### src/rtl/fadd_pipe.sv
// Pipelined binary32 adder: align -> add -> normalize/round, NSTAGE (1..3) register stages.
// Denormals are flushed to zero; overflow saturates to signed infinity with ovf set.
module fadd_pipe #(
  parameter int unsigned NSTAGE = 2
) (
  input  logic        clk,
  input  logic        rst,
  input  logic        valid_in,
  input  logic [31:0] x1,
  input  logic [31:0] x2,
  output logic        valid_out,
  output logic [31:0] y,
  output logic        ovf
);

  typedef struct packed {
    logic        v;
    logic        sign;
    logic        zsign;
    logic        fin;
    logic        sub;
    logic [7:0]  exp;
    logic [23:0] sig_a;
    logic [26:0] sig_b;  // {significand, guard, round, sticky}
  } align_t;

  typedef struct packed {
    logic        v;
    logic        sign;
    logic        zsign;
    logic        fin;
    logic [7:0]  exp;
    logic [27:0] sum;
  } add_t;

  typedef struct packed {
    logic        v;
    logic [31:0] y;
    logic        ovf;
  } res_t;

  align_t align_d, align_q;
  add_t   add_d, add_p;
  res_t   res_d, res_p;

  logic [30:0] mag1, mag2, mag_a, mag_b;
  logic        swap, sgn_a, sgn_b;
  logic [23:0] sig_bn;
  logic [7:0]  dexp;
  logic [49:0] sh;

  always_comb begin
    mag1   = (x1[30:23] == 8'd0) ? 31'd0 : x1[30:0];
    mag2   = (x2[30:23] == 8'd0) ? 31'd0 : x2[30:0];
    swap   = mag2 > mag1;
    mag_a  = swap ? mag2 : mag1;
    mag_b  = swap ? mag1 : mag2;
    sgn_a  = swap ? x2[31] : x1[31];
    sgn_b  = swap ? x1[31] : x2[31];
    sig_bn = (mag_b[30:23] == 8'd0) ? 24'd0 : {1'b1, mag_b[22:0]};
    dexp   = mag_a[30:23] - mag_b[30:23];
    sh     = {sig_bn, 26'd0} >> dexp;

    align_d       = '0;
    align_d.v     = valid_in;
    align_d.sign  = sgn_a;
    align_d.sub   = sgn_a ^ sgn_b;
    // Only two negative zeros can produce -0; cancellation always gives +0.
    align_d.zsign = sgn_a & sgn_b;
    align_d.fin   = (x1[30:23] != 8'hFF) && (x2[30:23] != 8'hFF);
    align_d.exp   = mag_a[30:23];
    align_d.sig_a = (mag_a[30:23] == 8'd0) ? 24'd0 : {1'b1, mag_a[22:0]};
    align_d.sig_b = (dexp >= 8'd26) ? {26'd0, |sig_bn} : {sh[49:24], |sh[23:0]};
  end

  always_ff @(posedge clk or posedge rst) begin
    if (rst) align_q <= '0;
    else     align_q <= align_d;
  end

  always_comb begin
    add_d       = '0;
    add_d.v     = align_q.v;
    add_d.sign  = align_q.sign;
    add_d.zsign = align_q.zsign;
    add_d.fin   = align_q.fin;
    add_d.exp   = align_q.exp;
    add_d.sum   = align_q.sub ? ({1'b0, align_q.sig_a, 3'b000} - {1'b0, align_q.sig_b})
                              : ({1'b0, align_q.sig_a, 3'b000} + {1'b0, align_q.sig_b});
  end

  generate
    if (NSTAGE >= 2) begin : g_add_reg
      add_t add_q;
      always_ff @(posedge clk or posedge rst) begin
        if (rst) add_q <= '0;
        else     add_q <= add_d;
      end
      assign add_p = add_q;
    end else begin : g_add_comb
      assign add_p = add_d;
    end
  endgenerate

  logic [4:0]        lzc;
  logic [26:0]       norm;
  logic [23:0]       sig;
  logic              grd, stk;
  logic [24:0]       rnd;
  logic signed [9:0] exp_n, exp_r;
  logic [22:0]       mant;

  always_comb begin
    lzc = 5'd27;
    for (int i = 0; i < 27; i++) begin
      if (add_p.sum[i]) lzc = 5'(26 - i);
    end
    norm = add_p.sum[26:0] << lzc;
    if (add_p.sum[27]) begin
      sig   = add_p.sum[27:4];
      grd   = add_p.sum[3];
      stk   = |add_p.sum[2:0];
      exp_n = $signed({2'b00, add_p.exp}) + 10'sd1;
    end else begin
      sig   = norm[26:3];
      grd   = norm[2];
      stk   = |norm[1:0];
      exp_n = $signed({2'b00, add_p.exp}) - $signed({5'd0, lzc});
    end
    rnd = {1'b0, sig} + {24'd0, grd & (stk | sig[0])};
    if (rnd[24]) begin
      exp_r = exp_n + 10'sd1;
      mant  = rnd[23:1];
    end else begin
      exp_r = exp_n;
      mant  = rnd[22:0];
    end

    res_d   = '0;
    res_d.v = add_p.v;
    if (add_p.sum == 28'd0) begin
      res_d.y = {add_p.zsign, 31'd0};
    end else if (exp_r <= 10'sd0) begin
      res_d.y = {add_p.sign, 31'd0};
    end else if (exp_r >= 10'sd255) begin
      res_d.y   = {add_p.sign, 8'hFF, 23'd0};
      res_d.ovf = add_p.fin;
    end else begin
      res_d.y = {add_p.sign, exp_r[7:0], mant};
    end
  end

  generate
    if (NSTAGE >= 3) begin : g_res_reg
      res_t res_q;
      always_ff @(posedge clk or posedge rst) begin
        if (rst) res_q <= '0;
        else     res_q <= res_d;
      end
      assign res_p = res_q;
    end else begin : g_res_comb
      assign res_p = res_d;
    end
  endgenerate

  assign valid_out = res_p.v;
  assign y         = res_p.y;
  assign ovf       = res_p.ovf;

endmodule

### config.mk
export PLATFORM = sky130hd
export DESIGN_NAME = fadd_pipe
export DESIGN_NICKNAME = d
export VERILOG_FILES = /design/src/rtl/fadd_pipe.sv
export SDC_FILE = /design/constraint.sdc
export NUM_CORES = 1
export LEC_CHECK = 0
export ABC_AREA = 1
export BUFFER_PORTS_ARGS = -buffer_cell sky130_fd_sc_hd__buf_4
export CAP_MARGIN = 40
export CORE_UTILIZATION = 57
export DETAILED_ROUTE_END_ITERATION = 8
export HOLD_SLACK_MARGIN = 0.03
export PLACE_DENSITY = 0.78
export SETUP_SLACK_MARGIN = 0.2
export SYNTH_ARGS = -nofsm -noshare
export SYNTH_HDL_FRONTEND = slang
export SYNTH_SLANG_ARGS = --single-unit
### constraint.sdc
create_clock -name clk -period 5.15 [get_ports clk]
set_clock_uncertainty 0.15 [all_clocks]
set_input_delay 0.7725 -clock clk [delete_from_list [all_inputs] [get_ports clk]]
set_output_delay 0.7725 -clock clk [all_outputs]
set_load 0.1 [all_outputs]
==> flow_metrics.tcl, run 1 <==
set metrics [dict create \
    grt_max_degree 63 \
    status "did not finish" \
    cts_num_sinks 104 \
    initial_core_util_pct 58.75 \
    synth_fp_nets 2177 \
    syn_avg_cell_area_um2 6.197 \
    track_usage_pct 61.95 \
    dp_hpwl_um 35320 \
    yosys.area_share.simple_pct 41.99 \
    haltStage "global routing" \
    synth_top_family_by_area "simple AND/OR/NAND/NOR gates" \
    gp_congestion 0.9929 \
    ioPinCount 101 \
    grt-ovfl-total 6 \
    io_buffer_count 100 \
    synth-edff-count 0 \
    synthArstFlopShare_pct 100.0 \
    grt_pass1_vias 19710 \
    grt_pass1_wl_um 106700 \
    cts_root_buf "clkbuf_16" \
    yosys_warnings 0 \
    yosysSeqAreaShare_pct 20.81 \
    synth_compound_area_share_pct 12.66 \
    cts.htree.levels 3 \
    rows 53 \
    netlist_area_um2 12510 \
    synthXorXnorAreaFrac_pct 3.852 \
    syn_inst 2018 \
    die_h_um 150.1 \
    cts_buffers 9 \
    ys_ff_latch 104 \
    dp.cells 2646 \
    synth.area.mux_share_pct 0.08004 \
    yosys.area_share.adder_pct 9.325 \
    synth.distinct_cells 59 \
    synth_ff_type "dfrtp_1" \
    clockBufferDepth 2 \
    preCtsSetupSlack_ns -0.8414 \
    firstError "[ERROR GRT-0116] Global routing finished with congestion. Check the congestion regions in the DRC Viewer." \
    die_w_um 150.1 \
]
==> Yosys cell counts, types with 6 or more instances <==
cell type | count | share of area [%]
inv_1 | 242 | 7.3
o31ai_1 | 13 | 0.78
nand3_1 | 312 | 12
buf_1 | 11 | 0.33
nor2_1 | 132 | 4.0
nor2_4 | 25 | 2.3
nand2_2 | 23 | 1.2
nand4_1 | 29 | 1.5
o21ai_0 | 127 | 5.1
xnor2_1 | 11 | 0.77
buf_2 | 12 | 0.48
o21ai_1 | 11 | 0.44
nor3_1 | 22 | 0.88
nand2_1 | 553 | 17
a21oi_1 | 77 | 3.1
buf_6 | 6 | 0.54
nand3_2 | 7 | 0.56
clkbuf_1 | 57 | 1.7
o21bai_1 | 7 | 0.42
xor2_1 | 44 | 3.1
nor4_1 | 8 | 0.40
clkinv_1 | 6 | 0.18
ha_1 | 90 | 9.0
inv_2 | 6 | 0.18
dfrtp_1 | 104 | 21
nand3b_1 | 16 | 0.96
==> what timing repair did <==
item                       4_1_cts
cloned                          12
hold buffers                     0
pin swaps                       92
setup buffers                  110
gates resized for setup        297
setup endpoints to repair       59
==> per-stage QoR <==
step	util [%]	instance area (um^2)
after global placement	75.37	16040
after floorplan	-	12680
after detailed placement	75.37	16040
after CTS	86.70	18460
==> cells by family after synthesis <==
family | count (synthesis)
flip-flops | 104
multiplexers | 1
AND/OR/NAND/NOR | 1143
XOR/XNOR | 55
adder cells (fa/ha/maj) | 92
AO/OA/AOI/OAI | 279
buffers and inverters | 344
==> metal layers <==
layer,track usage [%],overflow
met5,8.409,0
met4,59.60,3
met3,36.61,0
met2,87.29,3
met1,62.40,0
==> inputs of run 2 (changes only) <==
Settings changed: CORE_UTILIZATION 57 to 40, HOLD_SLACK_MARGIN 0.03 to not set, PLACE_DENSITY 0.78 to not set, PLACE_DENSITY_LB_ADDON set to 0.15, SETUP_SLACK_MARGIN 0.2 to not set.
Clock period 5.15 ns to 6.7 ns, I/O delays scaled along.
==> flow_metrics.tcl, run 2 <==
set metrics [dict create \
    netlist_area_um2 12510 \
    irDropWorstVdd_v 0.0003795 \
    combPwrFrac_pct 76.5 \
    ys_ff_latch 104 \
    grt_pass1_vias 12690 \
    synth_top_area_share_pct 20.81 \
    power_density_nw_per_um2 411.8 \
    cts_num_sinks 104 \
    crit_fanout 10 \
    crit_top_cell "nand2_1" \
    seq_area_um2 2603 \
    synth_fp_nets 2177 \
    initial_core_util_pct 40.78 \
    clkSlewWorstSetupHoldPaths_ns 0.08 \
    viasPerCell 5.323 \
    synth.area.mux_share_pct 0.08004 \
    preCtsSetupSlack_ns 0.3465 \
    io_buffer_count 100 \
    die_w_um 178.8 \
    hold_path.startpoint "add_d[38]" \
    p_total_uw 6046 \
    cts.htree.levels 3 \
    relSlewSlack_pct 40.52 \
    synth_ff_type "dfrtp_1" \
    critical-path-top-delay-family "simple AND/OR/NAND/NOR gates" \
    dp_hpwl_um 31900 \
    synth_top_family_by_area "simple AND/OR/NAND/NOR gates" \
    cts_tree "yes" \
    wl_um 39260 \
    drive_above_1_share_pct 14.80 \
    worst_slack_ns 0.4283 \
    first_pass_iters 5 \
    slew_viol_final 0 \
    synthArstFlopShare_pct 100.0 \
    p_sw_share_pct 59.21 \
    track_usage_pct 24.41 \
    syn_inst 2018 \
    post_drt_wl_per_cell_um 15.60 \
    fin_nets 2275 \
    post-route-drc-count 0 \
    yosysTopAreaCell "dfrtp_1" \
    hp-class "flop to flop" \
    cp.arrival_ns 5.12 \
    finalHoldViolCount 0 \
    dieArea_um2 31970 \
    crit_path_start "add_p[1]" \
    cap_violations 0 \
    start_kind "flop" \
    netlist_top_cells_area "dfrtp_1 (21%), nand2_1 (17%), nand3_1 (12%), ha_1 (9.0%), inv_1 (7.3%)" \
    fin_util_pct 47.88 \
    final_cell_mix "nand2_1 (546), nand3_1 (308), inv_1 (236)" \
    synth_compound_area_share_pct 12.66 \
    num-fill-cells 3219 \
    grt_pass1_wl_um 62510 \
    cp_slowest_cell "dfrtp_1" \
    yosys.area_share.simple_pct 41.99 \
    syn_to_final_growth_pct 17.42 \
    setup_violations 0 \
    dpl_cell_area_um2 13680 \
    clock_latency_ns 0.35 \
    worstMarginPinSlew_ns 0.8912 \
    num_vias 13400 \
    critical_path_class "flop to primary output" \
    hold_ws_ns 0.2016 \
    rows 64 \
    ioPinCount 101 \
    core_um2 30670 \
    netlist_top_cells_count "nand2_1 (553), nand3_1 (312), inv_1 (242)" \
    yosys_warnings 0 \
    p_switching_uw 3580 \
    drt.antenna.violating_nets 0 \
    hold_buffers 0 \
    grt_max_degree 57 \
    p_int_uw 2466 \
    syn_avg_cell_area_um2 6.197 \
    cts_root_buf "clkbuf_16" \
    synth-edff-count 0 \
    layout_commonest_cell "nand2_1" \
    yosys.area_share.adder_pct 9.325 \
    p_seq_share_pct 14.7 \
    clockBufferDepth 2 \
    cts_buffers 9 \
    reg2reg_from "align_q[4]" \
    design_area_um2 14680 \
    crit_required_ns 5.54 \
    gp_congestion 1.002 \
    n_antenna_cell 0 \
    regMostFlops "align_q" \
    clkPwrFrac_pct 8.8 \
    drt_first_iter_violations 989 \
    largest_reg_flops 52 \
    synthMostInstantiatedCell "nand2_1" \
    path_buf_inv 5 \
    antenna_found_initial 0 \
    synthXorXnorAreaFrac_pct 3.852 \
    max_freq_ghz 0.1594 \
    status "finished clean" \
    worstSetupEndpointType "primary output" \
    die_h_um 178.8 \
    synth.distinct_cells 59 \
    multi_input_area_um2 8748 \
    cpPeakStageDelay_ns 0.40 \
    yosysSeqAreaShare_pct 20.81 \
    post-route-period-util_pct 93.61 \
    p_leak_uw 0.007473 \
    grt-ovfl-total 0 \
    min_period_ns 6.272 \
]
[run 2: cell type report]
cell class | instances | share of cell area [%]
Multi-Input combinational cell | 1572 | 59.58
Sequential cell | 104 | 17.72
Timing Repair Buffer | 175 | 10.65
Inverter | 254 | 6.535
Tap cell | 396 | 3.374
Clock buffer | 9 | 1.534
Clock inverter | 7 | 0.6050
[run 2: path summary, 6_finish.rpt]
check                              to  slack [ns]  cells after the start
setup / recovery                 y[0]        0.43                     44
hold / removal              add_p[38]        0.20                      0
setup reg to reg            add_p[25]        2.77                     23
hold reg to reg             add_p[38]        0.20                      0
max in group asynchronous   add_p[21]        4.75                      3
min in group asynchronous  align_q[2]        0.57                      2
[run 2: through the flow]
step | setup TNS [ns] | std cells
6_report | 0 | 2517
5_1_grt | -0.06321 | 2517
4_1_cts | 0 | 2488
3_5_place_dp | 0 | 2472
3_3_place_gp | 0 | 2472
2_1_floorplan | -0.09323 | 2018
[run 2: power groups by stage]
stage | Sequential (uW) | Clock [uW] | Combinational (uW)
2_1_floorplan | 839 | 0 | 3340
3_3_place_gp | 897 | 0 | 4160
3_5_place_dp | 899 | 0 | 4170
4_1_cts | 886 | 542 | 4190
5_1_grt | 903 | 569 | 5040
6_report | 889 | 533 | 4620
[run 2: metal layers]
metal  GRT usage [%]  vias to the layer above  part of all wire [%]  routed length (um)
met5               0                        -                     0                   0
li1                -                     6810                     -                   -
met1           28.84                     6105                    41               16160
met4           7.768                        0                   3.0                1160
met3           1.230                       71                   4.1                1605
met2           46.61                      411                    52               20330
[run 2: kinds of logic after synthesis]
family	Yosys count
multiplexers	1
buffers and inverters	344
AO/OA/AOI/OAI	279
adder cells (fa/ha/maj)	92
XOR/XNOR	55
flip-flops	104
AND/OR/NAND/NOR	1143
[run 2: timing repair]
item / CTS / global route
endpoints found under the setup margin: 5 / 32
pin swaps: 0 / 25
gates resized for setup: 2 / 109
gates cloned: 0 / 5
buffers inserted: 0 / 24
[run 2: worst register-to-register path: stages (launching register included)]
cell,delay [ns]
dfrtp_1,0.35
inv_1,0.08
ha_1,0.36
nand2_1,0.06
o21ai_0,0.23
a21oi_1,0.10
o21bai_1,0.18
a21oi_1,0.09
nor2_1,0.10
nor2_1,0.05
o21ai_0,0.23
a21oi_1,0.10
o21bai_1,0.19
a21oi_1,0.09
o21bai_1,0.17
nand3_1,0.09
nand2_1,0.11
nand4_1,0.08
o311ai_0,0.17
a31oi_1,0.21
o21ai_0,0.29
nand2_1,0.09
nand2_1,0.10
xor2_1,0.17
Note: power is estimated with default switching activity, not from simulation.
==> inputs of run 3 (changes only) <==
Settings changed: RECOVER_POWER set to 25.
==> flow_metrics.tcl, run 3 (synthesized netlist as in run 2, its figures left out) <==
set metrics [dict create \
    violations "max-capacitance violations, max-slew violations" \
    grt_max_degree 57 \
    multi_input_area_um2 8748 \
    clockBufferDepth 2 \
    r2r_slack_ns 2.75 \
    relSlewSlack_pct -38.80 \
    n_antenna_cell 0 \
    post-route-drc-count 0 \
    worstSetupEndpointType "primary output" \
    worstMarginPinSlew_ns 2.071 \
    gp_congestion 1.002 \
    fin_nets 2275 \
    cts_buffers 9 \
    rr_worst_depth 23 \
    p_leak_uw 0.007468 \
    grt_pass1_wl_um 62510 \
    grt_pass1_vias 12690 \
    crit_required_ns 5.54 \
    cpPeakStageDelay_ns 0.46 \
    reg2reg_from "align_q[4]" \
    largest_reg_flops 52 \
    syn_to_final_growth_pct 17.41 \
    final_cell_mix "nand2_1 (546), nand3_1 (308), inv_1 (236)" \
    p_total_uw 6046 \
    cts_tree "yes" \
    cap_violations 1 \
    hp-class "flop to flop" \
    crit_fanout 10 \
    fin_setup_tns_ns 0 \
    grt-ovfl-total 0 \
    drive_above_1_share_pct 14.80 \
    dpl_cell_area_um2 13680 \
    cts_root_buf "clkbuf_16" \
    dp.cells 2472 \
    irDropWorstVdd_v 0.0003794 \
    hold_path.startpoint "add_d[38]" \
    rows 64 \
    cp.arrival_ns 5.11 \
    hold_ws_ns 0.2015 \
    layout_commonest_cell "nand2_1" \
    antenna_found_initial 0 \
    cts_num_sinks 104 \
    seq_area_um2 2603 \
    drt.antenna.violating_nets 0 \
    layout.cells.non_filler 2517 \
    regMostFlops "align_q" \
    drt_first_iter_violations 947 \
    crit_top_cell "nand2_1" \
    dp_hpwl_um 31900 \
    whs_path_depth 0 \
    cp_slowest_cell "dfrtp_1" \
    status "complete, but fails checks" \
    num-fill-cells 3220 \
    power_density_nw_per_um2 411.8 \
    critical_path_class "flop to primary output" \
    start_kind "flop" \
    clock_latency_ns 0.35 \
    track_usage_pct 24.41 \
    first_pass_iters 7 \
    min_period_ns 6.264 \
    wl_um 39190 \
    io_buffer_count 100 \
    setup_violations 0 \
    viasPerCell 5.330 \
    dieArea_um2 31970 \
    slew_viol_final 50 \
    clkSlewWorstSetupHoldPaths_ns 0.08 \
    ioPinCount 101 \
    core_um2 30670 \
    cts.htree.levels 3 \
    max_freq_ghz 0.1596 \
    die_w_um 178.8 \
    r2r_end "add_p[25]" \
    num_vias 13420 \
    finalHoldViolCount 0 \
    die_h_um 178.8 \
    initial_core_util_pct 40.78 \
    hold_end "add_p[38]" \
    design_area_um2 14680 \
    post_drt_wl_per_cell_um 15.57 \
    post-route-period-util_pct 93.49 \
]
-- run 3: per-stage QoR --
step                      setup WS [ns]  util (%)
final                            0.4359     47.87
after global routing           -0.02383     47.87
after CTS                      0.001213     45.63
after detailed placement         0.3465     44.60
after global placement           0.3811     44.60
after floorplan                -0.04662         -
-- run 3: layer usage --
metal	vias to the layer above	global-route usage, %	routed length, um
met2	417	46.61	20350
met5	-	0	0
met1	6119	28.84	16340
met4	0	7.768	1094
met3	67	1.230	1408
li1	6812	-	-
-- run 3: worst max path at each step --
stage | from | to | depth (start not counted)
floorplan | add_p[1] | y[25] | 46
global placement | x2[27] | align_q[0] | 37
detailed placement | add_p[1] | y[0] | 46
CTS | add_p[1] | y[28] | 47
global route | add_p[1] | y[0] | 44
finish | add_p[4] | y[0] | 43
-- run 3: layout make-up --
| class | count | share of cell area, % |
|---|---|---|
| Clock buffer | 9 | 1.534 |
| Clock inverter | 7 | 0.6050 |
| Inverter | 254 | 6.527 |
| Multi-Input combinational cell | 1572 | 59.58 |
| Sequential cell | 104 | 17.72 |
| Tap cell | 396 | 3.375 |
| Timing Repair Buffer | 175 | 10.65 |
-- run 3: report_power, final --
part	internal [uW]	total (uW)	switching, uW	leakage (uW)
registers	743	889	145	0.00126
logic	1450	4620	3170	0.00606
clock network	272	534	262	0.000153
-- run 3: timing repair --
| item | in CTS | in global routing |
|---|---|---|
| setup buffers | 0 | 24 |
| endpoints found under the setup margin | 5 | 32 |
| gates cloned | 0 | 5 |
| hold buffers | 0 | 0 |
| pin swaps | 0 | 25 |
| resized for setup | 2 | 109 |
-- run 3: critical path: cells and delay by family (launching register included) --
family | cells | cell delay [ns]
buffers and inverters | 6 | 0.92
adders and majority gates | 1 | 0.14
AOI/OAI and AO/OA | 2 | 0.47
and+or+nand+nor | 34 | 2.75
DFF | 1 | 0.46
